$ cat src/rtl/code_entry_pkg.sv
// Shared types and constants for the code-entry front end: FSM states, digit geometry,
// and the mapping from button number to digit slot.
package code_entry_pkg;

   localparam int unsigned NUM_DIGITS = 4;
   localparam int unsigned DIGIT_W    = 4;

   typedef enum logic [1:0] {
      StIdle,
      StEntry,
      StSubmit
   } state_e;

   // btn[0] selects the most significant digit, so the mapping is reversed.
   function automatic logic [1:0] btn_to_digit(input logic [1:0] btn_idx);
      return 2'(NUM_DIGITS - 1) - btn_idx;
   endfunction

endpackage

$ cat src/rtl/debounce.sv
// Two-flop synchronizer plus stability counter; the output level toggles only after the
// synchronized input has disagreed with it for CYCLES consecutive clocks.
module debounce #(
   parameter int unsigned CYCLES = 250000
) (
   input  logic clk,
   input  logic rst,
   input  logic raw,
   output logic level
);

   localparam int unsigned CNT_W = (CYCLES > 1) ? $clog2(CYCLES) : 1;

   logic             r_sync1;
   logic             r_sync2;
   logic             r_level;
   logic [CNT_W-1:0] r_cnt;

   always_ff @(posedge clk or posedge rst) begin
      if (rst) begin
         r_sync1 <= 1'b0;
         r_sync2 <= 1'b0;
         r_level <= 1'b0;
         r_cnt   <= '0;
      end else begin
         r_sync1 <= raw;
         r_sync2 <= r_sync1;
         if (r_sync2 != r_level) begin
            if (r_cnt == CNT_W'(CYCLES - 1)) begin
               r_level <= ~r_level;
               r_cnt   <= '0;
            end else begin
               r_cnt <= r_cnt + 1'b1;
            end
         end else begin
            r_cnt <= '0;
         end
      end
   end

   assign level = r_level;

endmodule

$ cat src/rtl/code_entry.sv
// Lock keypad front end: debounces buttons and latch, captures switch nibbles into digit
// slots, and offers the completed 16-bit code over a valid/ready handshake.
module code_entry
   import code_entry_pkg::*;
#(
   parameter int unsigned DEBOUNCE_CYCLES = 250000,
   parameter int unsigned TIMEOUT_CYCLES  = 1500000000
) (
   input  logic        clk,
   input  logic        rst,
   input  logic [3:0]  switch,
   input  logic [3:0]  btn,
   input  logic        latch,
   input  logic        code_ready,
   output logic        code_valid,
   output logic [15:0] code,
   output logic [3:0]  digit_mask,
   output logic        entry_active,
   output logic        entry_error,
   output logic        entry_timeout
);

   logic [NUM_DIGITS-1:0]              w_btn_lvl;
   logic                               w_latch_lvl;
   logic [NUM_DIGITS-1:0]              w_btn_rise;
   logic                               w_latch_fall;
   logic                               w_one_press;
   logic [NUM_DIGITS-1:0][DIGIT_W-1:0] w_digits_cap;
   logic [NUM_DIGITS-1:0]              w_mask_cap;

   state_e                             r_state;
   logic [NUM_DIGITS-1:0][DIGIT_W-1:0] r_digits;
   logic [NUM_DIGITS-1:0]              r_mask;
   logic [31:0]                        r_tcnt;
   logic [NUM_DIGITS-1:0]              r_btn_prev;
   logic                               r_latch_prev;
   logic                               r_code_valid;
   logic                               r_entry_error;
   logic                               r_entry_timeout;

   for (genvar g = 0; g < NUM_DIGITS; g++) begin : g_btn_db
      debounce #(
         .CYCLES (DEBOUNCE_CYCLES)
      ) u_btn_db (
         .clk   (clk),
         .rst   (rst),
         .raw   (btn[g]),
         .level (w_btn_lvl[g])
      );
   end

   debounce #(
      .CYCLES (DEBOUNCE_CYCLES)
   ) u_latch_db (
      .clk   (clk),
      .rst   (rst),
      .raw   (latch),
      .level (w_latch_lvl)
   );

   assign w_btn_rise   = w_btn_lvl & ~r_btn_prev;
   assign w_latch_fall = ~w_latch_lvl & r_latch_prev;
   // Exactly one rising edge: non-zero with a single bit set.
   assign w_one_press  = (w_btn_rise != '0) && ((w_btn_rise & (w_btn_rise - 4'd1)) == '0);

   always_comb begin
      w_digits_cap = r_digits;
      w_mask_cap   = r_mask;
      if (w_one_press) begin
         for (int i = 0; i < NUM_DIGITS; i++) begin
            if (w_btn_rise[i]) begin
               w_digits_cap[btn_to_digit(2'(i))] = switch;
               w_mask_cap[btn_to_digit(2'(i))]   = 1'b1;
            end
         end
      end
   end

   always_ff @(posedge clk or posedge rst) begin
      if (rst) begin
         r_state         <= StIdle;
         r_digits        <= '0;
         r_mask          <= '0;
         r_tcnt          <= '0;
         r_btn_prev      <= '0;
         r_latch_prev    <= 1'b0;
         r_code_valid    <= 1'b0;
         r_entry_error   <= 1'b0;
         r_entry_timeout <= 1'b0;
      end else begin
         r_btn_prev      <= w_btn_lvl;
         r_latch_prev    <= w_latch_lvl;
         r_entry_error   <= 1'b0;
         r_entry_timeout <= 1'b0;
         unique case (r_state)
            StIdle: begin
               if (w_one_press) begin
                  r_digits <= w_digits_cap;
                  r_mask   <= w_mask_cap;
                  r_tcnt   <= '0;
                  r_state  <= StEntry;
               end
               if (w_latch_fall) r_entry_error <= 1'b1;
            end
            StEntry: begin
               r_digits <= w_digits_cap;
               r_mask   <= w_mask_cap;
               r_tcnt   <= r_tcnt + 32'd1;
               // Submit is checked before the timeout so it wins a same-cycle collision.
               if (w_latch_fall) begin
                  if (w_mask_cap == '1) begin
                     r_code_valid <= 1'b1;
                     r_state      <= StSubmit;
                  end else begin
                     r_entry_error <= 1'b1;
                     r_digits      <= '0;
                     r_mask        <= '0;
                     r_state       <= StIdle;
                  end
               end else if (r_tcnt == 32'(TIMEOUT_CYCLES - 1)) begin
                  r_entry_timeout <= 1'b1;
                  r_digits        <= '0;
                  r_mask          <= '0;
                  r_state         <= StIdle;
               end
            end
            StSubmit: begin
               if (r_code_valid && code_ready) begin
                  r_code_valid <= 1'b0;
                  r_digits     <= '0;
                  r_mask       <= '0;
                  r_state      <= StIdle;
               end
            end
            default: r_state <= StIdle;
         endcase
      end
   end

   assign code          = r_digits;
   assign digit_mask    = r_mask;
   assign code_valid    = r_code_valid;
   assign entry_active  = (r_state != StIdle);
   assign entry_error   = r_entry_error;
   assign entry_timeout = r_entry_timeout;

endmodule

$ cat config.mk
export PLATFORM = sky130hd
export DESIGN_NAME = code_entry
export DESIGN_NICKNAME = d
export VERILOG_FILES = /design/src/rtl/code_entry_pkg.sv /design/src/rtl/debounce.sv /design/src/rtl/code_entry.sv
export SDC_FILE = /design/constraint.sdc
export NUM_CORES = 1
export LEC_CHECK = 0
export BUFFER_PORTS_ARGS = -buffer_cell sky130_fd_sc_hd__buf_4
export CORE_ASPECT_RATIO = 1.4
export CORE_MARGIN = 3
export CORE_UTILIZATION = 35
export CTS_CLUSTER_DIAMETER = 150
export DETAILED_ROUTE_END_ITERATION = 10
export SYNTH_ARGS = -nofsm -noshare
export SYNTH_HDL_FRONTEND = slang
export SYNTH_SLANG_ARGS = --single-unit
$ cat constraint.sdc
create_clock -name clk -period 7.2 [get_ports clk]
set_clock_uncertainty 0.05 [all_clocks]
set_input_delay 1.44 -clock clk [delete_from_list [all_inputs] [get_ports clk]]
set_output_delay 1.44 -clock clk [all_outputs]
set_load 0.01 [all_outputs]
==> impl_results.md <==
* Critical Path Start: r_state[0]
* Min Hold Slack at 302 ps
* Synth Area in Simple Gates at 24.2%
* Cts repair resizes at 0
* EDFF count, synth at 0
* Syn Std Cell Area at 7790 um^2
* Gr ovfl total at 0
* Final worst path period share at 42.8%
* Xor/xnor cell area share of the yosys netlist at 11.8%
* Pre-antenna DRT Iters at 4
* Critical Path RT at 5710 ps
* Max frequency at 324 MHz
* Die width at 132 um
* Vias in the first global route at 5569
* Worst-path clk slew at 70 ps
* Clock Latency Late Sink at 420 ps
* Relative slew slack at 28.7%
* CTS buffer count at 17
* DRC Markers at 0
* Drt total wl at 15200 um
* Dpl cells at 1080
* Net count after synthesis at 789
* Most frequent cells in the layout: 167 x dfrtp_1, 161 x nor2_1, 55 x nand3_1
* Area Overhead vs Synth at 15.0%
* Ant. Diodes at 0
* Routed Antenna Nets at 0
* Critical Path AT at 1590 ps
* Status: finished clean
* Final TNS setup at 0 ps
* CTS Buffer Depth at 2
* Synth Area in Adders at 1.61%
* Critical Path Sink: entry_active
* Largest family of logic cells by synthesized area: simple AND/OR/NAND/NOR gates
* Core area at 21500 um^2
* Worst-margin pin slew at 1060 ps
* Iter 0 DRT Violations at 215
* Unique masters post-synth at 51
* Cts hold-fix bufs at 0
* DR vias at 5461
* Initial Util at 36.2%
* Boundary Pins at 36
* Commonest non-fill, non-tap cell in the layout: dfrtp_1
* Gpl congestion at 0.774
* RSZ-0062 raised after global routing: no
* Layout Utilization at 41.6%
* Clock root buffer: clkbuf_16
* Worst R2R Path Depth at 7
* Seq/Total Area, Yosys at 53.7%
* WHS Path Cells at 0
* H-tree depth at 4
* Syn Area/Cell at 10.2 um^2
* Pwr dens at 215 nW/um^2
* Leakage at 4.04 nW
* Register bit total from synthesis at 167
* Chip height at 182 um
* Final setup violating endpoints at 0
* Critical R2R Launch: r_state[1]
* Minimum clock period at 3080 ps
* CTS sink cnt at 167
* Port-buffer cells at 35
* Worst setup SP type: register
* R2r setup slk at 4240 ps
* Post-DP HPWL at 10500 um
* GRT Overall Usage at 13.1%
* CP Capture Type: output port
* Drt wl/cell at 13.7 um
* FP Rows at 63
* Ratio of cells with drive above 1 in the final layout at 9.89%
* Die area at 24100 um^2
* Synth Area in Compound Gates at 3.55%
* Postcts setup bufs at 0
* Max Transition Viols Final at 0
* First-pass GRT wire length at 26300 um
* Yosys warning count at 0
* Final net count at 829
* CTS tree: yes
* Max Cap Viol at 0
* Peak supply drop at 133 uV
* Pin count of the biggest net entering global routing at 106
* Asr flop ratio synth at 100%
* Vias per std cell at 4.92
* Ys flop type: dfrtp_1
* Crit Path Class: register to output port
* Fin. Hold Viols at 0
* Initial antenna violation count at 0
* Post-synthesis mux area share at 3.29%
* Post-Syn Instances at 767
* Worst-path fanout max at 6
* Reg2reg end: r_tcnt[25]
* Final cell count without fillers at 1111
* Hold Crit Class: register to register
-- critical path: stages, from the launching register on --
cell	delay [ps]
dfrtp_1	400
inv_1	110
ha_1	330
inv_1	160
buf_4	170
-- cell families after synthesis --
group	after synthesis
AOI/OAI and AO/OA	39
xor gates and xnor gates	105
adders and majority gates	10
buffers and inverters	34
DFF	167
muxes	25
and+or+nand+nor	387
-- routing by layer --
metal | vias up | GRT usage [%] | routed length [um]
met5 | - | 0 | 0
met4 | 0 | 5.55 | 377
met3 | 24 | 3.17 | 435
met2 | 61 | 22.7 | 7660
met1 | 2655 | 15.6 | 6700
li1 | 2721 | - | -
-- synthesized netlist by cell type, drive strengths merged (3+ instances only) --
cell / instances / area share (%)
mux2i: 20 / 2.6
ha: 10 / 1.6
nor3: 19 / 1.2
nand4: 30 / 2.4
a22o: 3 / 0.35
inv: 17 / 0.82
xnor2: 54 / 6.1
nand3: 55 / 3.5
nor4: 21 / 1.7
or3: 5 / 0.40
and3: 16 / 1.3
clkbuf: 13 / 0.64
nand3b: 5 / 0.48
buf: 4 / 0.45
o21ai: 8 / 0.51
dfrtp: 167 / 54
a21oi: 14 / 0.95
nand2b: 8 / 0.64
nor2: 161 / 7.8
mux2: 5 / 0.72
nand2: 42 / 2.0
and4: 9 / 1.0
xor2: 51 / 5.7
and2b: 3 / 0.29
-- power by group --
group	leakage [nW]	switching, mW	internal (mW)	total (mW)
Clock	0.285	0.363	0.557	0.919
Combinational	1.49	0.0338	0.0134	0.0472
Sequential	2.27	0.00860	0.949	0.958
-- state kept, by name (all words and copies together) (netlist names), 2 cells and up --
name / flops
g_btn_db.u_btn_db.r_cnt: 72
r_tcnt: 32
u_latch_db.r_cnt: 18
code: 16
digit_mask: 4
g_btn_db.u_btn_db.level: 4
g_btn_db.u_btn_db.r_sync1: 4
g_btn_db.u_btn_db.r_sync2: 4
r_btn_prev: 4
r_state: 2
-- worst min-delay path by stage --
stage / start / endpoint / slack, ps
after floorplan: g_btn_db[0].u_btn_db.r_sync1 / g_btn_db[0].u_btn_db.r_sync2 / 280
after global placement: g_btn_db[3].u_btn_db.r_sync1 / g_btn_db[3].u_btn_db.r_sync2 / 280
after detailed placement: g_btn_db[3].u_btn_db.r_sync1 / g_btn_db[3].u_btn_db.r_sync2 / 290
after CTS: g_btn_db[0].u_btn_db.r_sync1 / g_btn_db[0].u_btn_db.r_sync2 / 310
after global routing: g_btn_db[0].u_btn_db.r_sync1 / g_btn_db[0].u_btn_db.r_sync2 / 300
final: g_btn_db[0].u_btn_db.r_sync1 / g_btn_db[0].u_btn_db.r_sync2 / 300
-- stage by stage --
step           power [mW]  setup slack, ps  instance area (um^2)
2_1_floorplan        1.00             1190                  7790
6_report             1.92             4120                  8960
4_1_cts              1.96             4080                  8960
5_1_grt              2.00             3910                  8960
3_3_place_gp         1.02             3980                  8360
3_5_place_dp         1.03             3980                  8360
-- final cells by class --
cell class,count,area (um^2)
clock buffers,21,450
repair buffers,38,285
flip-flops and latches,167,4180
inverters,17,68.8
fillers,2082,12600
clock inverters,10,145
well taps,292,365
multi-input cells,566,3460
Power figures use the tool's default switching activity.
